`src/rtl/oc8051_stack_seq.sv`:
```
// oc8051_stack_seq
// ----------------
// Stack-operation sequencer that sits between the decoder/PC logic and the
// internal-RAM / stack-pointer path. One decoded stack op (PUSH, POP, CALL,
// RET, RETI) is expanded into a cycle-by-cycle sequence of RAM select codes,
// write strobes and data. It also captures the popped byte or return PC.
// Only one op is handled at a time. There is no back-to-back acceptance, so
// at least one IDLE cycle separates two ops.
//
// Optional build macro: OC8051_STACK_GUARD_EN
//   When this macro is defined, the block checks for overflow and underflow
//   at op start. A guarded op keeps its normal timing, but its RAM
//   strobes/selects are suppressed and any captured value is forced to 0.
//   The sticky stk_err flag is then set.
//   When the macro is undefined, stk_err is tied to 0.
//
// Ports
//   clk          in   clock, all state on rising edge
//   rst          in   asynchronous reset, active low
//   start        in   op request, accepted only in IDLE
//   op[2:0]      in   001 PUSH, 010 POP, 011 CALL, 100 RET, 101 RETI
//   data_in[7:0] in   byte to PUSH, latched at start
//   pc_in[15:0]  in   return address for CALL, latched at start
//   sp_in[7:0]   in   current SP (used only by the guard)
//   ram_rd_data  in   RAM read data, valid one cycle after a read select
//   ram_rd_sel   out  read select to SP block / RAM
//   ram_wr_sel   out  write select to SP block / RAM
//   ram_wr       out  RAM write strobe
//   ram_wr_data  out  RAM write data
//   pop_data     out  byte captured by POP, held until next POP
//   pc_out       out  return PC from RET/RETI, held until next RET/RETI
//   pc_load      out  one-cycle pulse, pc_out valid
//   irq_clr      out  one-cycle pulse on RETI completion
//   busy         out  sequencer not idle
//   done         out  final cycle of every op
//   err          out  one-cycle pulse: illegal op, or start while busy
//   stk_err      out  sticky guard flag

`ifndef OC8051_RWS_SP
`define OC8051_RWS_SP 3'b011
`endif
`ifndef OC8051_RRS_SP
`define OC8051_RRS_SP 3'b011
`endif

module oc8051_stack_seq #(
  parameter logic [2:0] RWS_SP   = `OC8051_RWS_SP,
  parameter logic [2:0] RRS_SP   = `OC8051_RRS_SP,
  parameter logic [2:0] SEL_IDLE = 3'b000
) (
  input  logic        clk,
  input  logic        rst,
  input  logic        start,
  input  logic [2:0]  op,
  input  logic [7:0]  data_in,
  input  logic [15:0] pc_in,
  input  logic [7:0]  sp_in,
  input  logic [7:0]  ram_rd_data,
  output logic [2:0]  ram_rd_sel,
  output logic [2:0]  ram_wr_sel,
  output logic        ram_wr,
  output logic [7:0]  ram_wr_data,
  output logic [7:0]  pop_data,
  output logic [15:0] pc_out,
  output logic        pc_load,
  output logic        irq_clr,
  output logic        busy,
  output logic        done,
  output logic        err,
  output logic        stk_err
);

  localparam logic [2:0] OP_PUSH = 3'b001;
  localparam logic [2:0] OP_POP  = 3'b010;
  localparam logic [2:0] OP_CALL = 3'b011;
  localparam logic [2:0] OP_RET  = 3'b100;
  localparam logic [2:0] OP_RETI = 3'b101;

  typedef enum logic [3:0] {
    S_IDLE, S_PUSH_W1, S_CALL_WL, S_CALL_WH,
    S_POP_R1, S_POP_C1, S_RET_R1, S_RET_R2, S_RET_C2
  } state_t;

  state_t      state, state_next;
  logic [7:0]  data_lat;
  logic [15:0] pc_lat;
  logic        reti_lat;
  logic [7:0]  hi_byte;
  logic [7:0]  pop_hold;
  logic [15:0] pc_hold;
  logic        guard_q;
  logic        legal;
  logic        accept;

  assign legal  = (op >= OP_PUSH) && (op <= OP_RETI);
  assign accept = (state == S_IDLE) && start && legal;
  assign busy   = (state != S_IDLE);

  // State register plus operand latches. The popped byte and the return PC
  // are registered at the end of their completion cycle. The outputs then
  // hold those values until the next op of the same kind.
  always_ff @(posedge clk or negedge rst) begin
    if (!rst) begin
      state    <= S_IDLE;
      data_lat <= 8'h00;
      pc_lat   <= 16'h0000;
      reti_lat <= 1'b0;
      hi_byte  <= 8'h00;
      pop_hold <= 8'h00;
      pc_hold  <= 16'h0000;
      err      <= 1'b0;
    end else begin
      state <= state_next;
      err   <= start && (busy || !legal);
      if (accept) begin
        data_lat <= data_in;
        pc_lat   <= pc_in;
        reti_lat <= (op == OP_RETI);
      end
      if (state == S_RET_R2) hi_byte <= guard_q ? 8'h00 : ram_rd_data;
      if (state == S_POP_C1) pop_hold <= pop_data;
      if (state == S_RET_C2) pc_hold <= pc_out;
    end
  end

  // Next-state and Moore outputs. Because the strobes decode purely from
  // state, they drop the moment the async reset clears the state register.
  // In the completion cycles, pop_data and pc_out pass the RAM data straight
  // through, so the values are valid together with done/pc_load.
  always_comb begin
    state_next  = state;
    ram_rd_sel  = SEL_IDLE;
    ram_wr_sel  = SEL_IDLE;
    ram_wr      = 1'b0;
    ram_wr_data = 8'h00;
    pc_load     = 1'b0;
    irq_clr     = 1'b0;
    done        = 1'b0;
    pop_data    = pop_hold;
    pc_out      = pc_hold;
    case (state)
      S_IDLE: begin
        if (start) begin
          case (op)
            OP_PUSH:         state_next = S_PUSH_W1;
            OP_CALL:         state_next = S_CALL_WL;
            OP_POP:          state_next = S_POP_R1;
            OP_RET, OP_RETI: state_next = S_RET_R1;
            default:         state_next = S_IDLE;
          endcase
        end
      end
      S_PUSH_W1: begin
        ram_wr_data = data_lat;
        ram_wr      = !guard_q;
        ram_wr_sel  = guard_q ? SEL_IDLE : RWS_SP;
        done        = 1'b1;
        state_next  = S_IDLE;
      end
      S_CALL_WL: begin
        ram_wr_data = pc_lat[7:0];
        ram_wr      = !guard_q;
        ram_wr_sel  = guard_q ? SEL_IDLE : RWS_SP;
        state_next  = S_CALL_WH;
      end
      S_CALL_WH: begin
        ram_wr_data = pc_lat[15:8];
        ram_wr      = !guard_q;
        ram_wr_sel  = guard_q ? SEL_IDLE : RWS_SP;
        done        = 1'b1;
        state_next  = S_IDLE;
      end
      S_POP_R1: begin
        ram_rd_sel = guard_q ? SEL_IDLE : RRS_SP;
        state_next = S_POP_C1;
      end
      S_POP_C1: begin
        pop_data   = guard_q ? 8'h00 : ram_rd_data;
        done       = 1'b1;
        state_next = S_IDLE;
      end
      S_RET_R1: begin
        ram_rd_sel = guard_q ? SEL_IDLE : RRS_SP;
        state_next = S_RET_R2;
      end
      S_RET_R2: begin
        ram_rd_sel = guard_q ? SEL_IDLE : RRS_SP;
        state_next = S_RET_C2;
      end
      S_RET_C2: begin
        pc_out     = guard_q ? 16'h0000 : {hi_byte, ram_rd_data};
        pc_load    = 1'b1;
        irq_clr    = reti_lat;
        done       = 1'b1;
        state_next = S_IDLE;
      end
      default: state_next = S_IDLE;
    endcase
  end

`ifdef OC8051_STACK_GUARD_EN
  logic guard_hit;

  // Overflow/underflow limits. A CALL needs two free bytes, and a RET needs
  // two stacked bytes.
  always_comb begin
    guard_hit = 1'b0;
    case (op)
      OP_PUSH:         guard_hit = (sp_in == 8'hFF);
      OP_CALL:         guard_hit = (sp_in >= 8'hFE);
      OP_POP:          guard_hit = (sp_in == 8'h00);
      OP_RET, OP_RETI: guard_hit = (sp_in <= 8'h01);
      default:         guard_hit = 1'b0;
    endcase
  end

  // The guard decision is frozen for the whole op. stk_err is sticky until
  // reset.
  always_ff @(posedge clk or negedge rst) begin
    if (!rst) begin
      guard_q <= 1'b0;
      stk_err <= 1'b0;
    end else if (accept) begin
      guard_q <= guard_hit;
      if (guard_hit) stk_err <= 1'b1;
    end
  end
`else
  logic sp_unused;

  assign guard_q   = 1'b0;
  assign stk_err   = 1'b0;
  assign sp_unused = ^sp_in;
`endif

endmodule

```
`config.mk`:
```
export PLATFORM = sky130hd
export DESIGN_NAME = oc8051_stack_seq
export DESIGN_NICKNAME = d
export VERILOG_FILES = /design/src/rtl/oc8051_stack_seq.sv
export SDC_FILE = /design/constraint.sdc
export NUM_CORES = 1
export LEC_CHECK = 0
export ABC_AREA = 1
export BUFFER_PORTS_ARGS = -buffer_cell sky130_fd_sc_hd__buf_2
export CORE_MARGIN = 4
export CORE_UTILIZATION = 55
export DETAILED_ROUTE_END_ITERATION = 10
export PLACE_DENSITY = 0.85
export SLEW_MARGIN = 5
export SYNTH_ARGS = -nofsm -noshare
export SYNTH_HDL_FRONTEND = slang
export SYNTH_SLANG_ARGS = --single-unit
```
`constraint.sdc`:
```
create_clock -name clk -period 3.8 [get_ports clk]
set_input_delay 0.76 -clock clk [delete_from_list [all_inputs] [get_ports clk]]
set_output_delay 0.76 -clock clk [all_outputs]
set_load 0.1 [all_outputs]
```
# Word-level counts from Yosys, hierarchy flattened
# Cells that the tools add are included.
[totals] output_inout_bits=45 memories=0 wordCells=48 latch_bits=0 ff_bits=62 in_bits=46 mem_bits_rw=0 mem_bits_ro=0
[op_classes] n_addsub=0 n_lt_le_gt_ge=2 mux=12 reduce_logical=12 div=0 bitwise_logic=0 n_shift=0 eq_ne=14 multipliers=0
[ops] cell="$pmux W8 S3" count=1
[ops] cell="$pmux W4 S5" count=1
[ops] cell="$eq A4 B3 Y1 const B" count=4
[ops] cell="$mux W16" count=1
[ops] cell="$pmux W3 S4" count=1
[ops] cell="$eq A4 B2 Y1 const B" count=2
[ops] cell="$mux W8" count=1
[ops] cell="$eq A3 B2 Y1 const B" count=2
[ops] cell="$eq A3 B3 Y1 const B" count=2
[ops] cell="$reduce_or A3 Y1" count=2
[ops] cell="$eq A4 B1 Y1 const B" count=1
[ops] cell="$eq A4 B4 Y1 const B" count=1
[ops] cell="$logic_and A1 B1 Y1" count=4
[ops] cell="$logic_not A4 Y1" count=1
[ops] cell="$mux W1" count=4
[ops] cell="$mux W2" count=2
[ops] cell="$mux W4" count=1
[ops] cell="$reduce_bool A4 Y1" count=1
[ops] cell="$reduce_or A4 Y1" count=1
[ops] cell="$eq A3 B1 Y1 const B" count=1
[ops] cell="$ge A3 B1 Y1 const B" count=1
[ops] cell="$le A3 B3 Y1 const B" count=1
[ops] cell="$ne A2 B2 Y1 const B" count=1
[ops] cell="$reduce_or A2 Y1" count=1
[ops] cell="2 further kinds" count=2

# Logic depth before layout (Yosys ltp)
[logic_depth] ltp_word=5 mapped_depth=7 mapped_depth_nobuf=6

# Worst setup path after synthesis
# No wires, ideal clock.
[synth_path] path_type="register -> output" start="reg state[0]" end="out ram_rd_sel[1]" required_time_ns=3.040 stages_incl_launch_ff=5 path_buffers=1 setup_slack_ns=-0.195 arrival_time_ns=3.235 path_cell_list="dfrtp_1 -> inv_2 -> nor2_1 -> nor3_1 -> buf_4"
[synth_via] elab_chain_len=3 word_cells_on_any_way=5 classes_between="eq/ne (3); mux (1); reduce/logical (1)"
[synth_lines] element="start, declared" line_no="84" source="state_t state, state_next;"
[synth_lines] element="start signal, assigned" line_no="113" source="state <= state_next;"
[synth_lines] element="$eq A4 B3 Y1" line_no="141" source="case (state)"
[synth_lines] element="$reduce_or A3 Y1 (no source line) (*)"
[synth_lines] element="$mux W2 (*)" line_no="141"
[synth_lines] element="end, declared" line_no="59" source="output logic [2:0] ram_rd_sel,"
# Mark *: on every way between the ends. The rest lies on a longest branch, timed or not.

# Worst setup path in the final report
[layout_path] start="reg state[2]" end="out ram_wr_data[6]"
[layout_via] elab_chain_len=2 word_cells_on_any_way=4 classes_between="eq/ne (3); mux (1)"
[layout_lines] element="$eq A4 B2 Y1 or $eq A4 B1 Y1 (tied branches)" line_no="141"
[layout_lines] element="$pmux W8 S3 (*)" line_no="141"
[layout_lines] element="end, declared" line_no="62" source="output logic [7:0] ram_wr_data,"
# Marked as above.

==> impl_metrics.env <==
export IMPL_layout_common_cells="nand2_1, buf_2, dfrtp_1"
export IMPL_worstPathMaxFanout=8
export IMPL_drtIter0Drc=159
export IMPL_cp_data_required_time_ns=3.04
export IMPL_end_kind="output pin"
export IMPL_rsz0062_at_grt="no"
export IMPL_fin_crit_ns=3.059
export IMPL_status="completed"
export IMPL_vias_per_cell=4.986
export IMPL_io_pins=91
export IMPL_clkLatencyLatePin_ns=0.34
export IMPL_routed_wirelength_mm=6.257
export IMPL_yosys_area_share_adder_pct=0
export IMPL_grt_overflow_total=0
export IMPL_dp_hpwl_mm=4.401
export IMPL_crit_start="state[2]$_DFFE_PN0P_"
export IMPL_synth_simple_gate_area_share_pct=30.97
export IMPL_htree_levels=3
export IMPL_cp_start_kind="flip-flop"
export IMPL_ctsLongestPathBuffers=2
export IMPL_layout_drive_gt1_share_pct=25.06
export IMPL_r2r_slack_ns=1.98
export IMPL_max_slew_margin_pct=40.03
export IMPL_die_area_sq_mm=0.006426
export IMPL_synth_avg_cell_area_sq_um=8.277
export IMPL_finalMaxSlewViolations=0
export IMPL_cts_tree="built"
export IMPL_synth_xor_area_share_pct=0
export IMPL_finalSetupTns_ns=0
export IMPL_antenna_cells=0
export IMPL_area_growth_pct=20.53
export IMPL_grt_max_degree=42
export IMPL_critPathKind="reg2out"
export IMPL_yosysUniqueCellTypes=22
export IMPL_final_nets=468
export IMPL_synth_warnings=0
export IMPL_die_w_um=80.16
export IMPL_multiInputGateArea_sq_mm=0.001126
export IMPL_ant_nets=0
export IMPL_place_inst=481
export IMPL_clockRootBuffer="clkbuf_8"
export IMPL_netlist_area_sq_mm=0.002864
export IMPL_muxShareOfSynthArea_pct=0
export IMPL_finalNonFillerCells=497
export IMPL_utilization_pct=68.02
export IMPL_n_fill_cell=434
export IMPL_coreArea_sq_mm=0.005075
export IMPL_fmaxAchievable_ghz=0.3269
export IMPL_clock_sinks=62
export IMPL_layout_commonest_cell="nand2_1"
export IMPL_grt_pass1_vias=2359
export IMPL_port_buffer_count=79
export IMPL_seqCellArea_sq_mm=0.001551
export IMPL_placed_area_sq_mm=0.003251
export IMPL_rows=26
export IMPL_synth_top_family_by_area="simple AND/OR/NAND/NOR gates"
export IMPL_finalCritPeriodShare_pct=80.50
export IMPL_worstPathArrival_ns=2.30
export IMPL_synth_compound_area_share_pct=7.776
export IMPL_design_area_sq_mm=0.003452
export IMPL_synth_seq_cells=62
export IMPL_yosysSeqAreaShare_pct=54.17
export IMPL_cap_violations=0
export IMPL_grt_pass1_wl_mm=10.38
export IMPL_synth_cells=346
export IMPL_gp_congestion=0.8087
export IMPL_wl_per_cell_um=12.59
export IMPL_hold_path_class="reg2reg"
export IMPL_cts_buffers_inserted=9
export IMPL_cts_setup_buffers=0
export IMPL_grt_usage_pct=21.08
export IMPL_initial_core_util_pct=56.43
export IMPL_hold_buffers=0
export IMPL_cts_resized=0
export IMPL_dr_total_vias=2478
export IMPL_r2r_start="state[3]$_DFFE_PN0P_"
export IMPL_antenna_found_initial=0
export IMPL_worst_pin_slew_ns=0.8995
export IMPL_finalSetupViolations=0
export IMPL_clock_skew_ns=0.008420
export IMPL_drc=0
export IMPL_dieHeight_um=80.16
export IMPL_min_from="data_lat[1]$_DFFE_PN0P_"
export IMPL_final_hold_violation_count=0
export IMPL_first_pass_iters=6
export IMPL_clkSlewWorstSetupHoldPaths_ns=0.06
Yosys cell counts, drive strengths merged:
library cell	count	share of area [%]
nand2	138	19
dfrtp	62	54
nand3	47	8.6
o21ai	40	7.0
inv	19	2.5
buf	16	4.1
nor2	14	3.3
a21oi	3	0.52
clkbuf	2	0.26
nor3	2	0.52
clkinv	1	0.13
conb	1	0.13
o211ai	1	0.26
metrics by stage:
| step | worst slack (ns) | hold WS [ns] |
|---|---|---|
| floorplan | -0.04965 | 0.4419 |
| global placement | 1.132 | 0.4543 |
| detailed placement | 1.137 | 0.4589 |
| CTS | 0.7734 | 0.4743 |
| global route | 0.5606 | 0.4862 |
| finish | 0.7411 | 0.4721 |
worst max-delay path, stage by stage, from the launching register on:
cell     delay (ns)
dfrtp_1        0.41
inv_1          0.19
nand2_1        0.16
nor2_1         0.54
nand2_1        0.12
nand3_1        0.12
buf_2          0.42
sequential cells by signal, summed over array words and instances, names as in the netlist:
signal / count
pop_hold: 8
pc_hold: 16
reti_lat: 1
hi_byte: 8
pc_lat: 16
err: 1
state: 4
data_lat: 8
worst paths after layout:
| kind | end | cells after the start |
|---|---|---|
| min in group asynchronous | err$_DFF_PN0_ | 1 |
| worst max register to register | pc_lat[11]$_DFFE_PN0P_ | 6 |
| worst min-delay path | data_lat[1]$_DFFE_PN0P_ | 2 |
| worst min register to register | data_lat[1]$_DFFE_PN0P_ | 2 |
| max in group asynchronous | data_lat[1]$_DFFE_PN0P_ | 2 |
| worst max-delay path | ram_wr_data[6] | 6 |
cells by family after synthesis:
family,Yosys count
other cells,1
buf+inv,38
compound gates,44
simple gates,201
flops,62
metal layers:
metal  global-route usage (%)  wire (um)  vias to the layer above
li1                         -          -                     1258
met1                    28.73       2844                     1124
met2                    32.28       2901                       86
met3                    4.709        392                       10
met4                    9.291        119                        0
met5                        0          0                        -
area by class of cell:
class	instances	share of cell area [%]
clock inverters	3	1.232
flip-flops and latches	62	44.94
clock buffers	13	4.603
inverters	20	2.175
repair buffers	81	11.89
multi-input cells	248	32.62
well taps	70	2.537
Power is not shown: default switching activity piles up to over one toggle a cycle in this logic, so the estimate is an artifact.
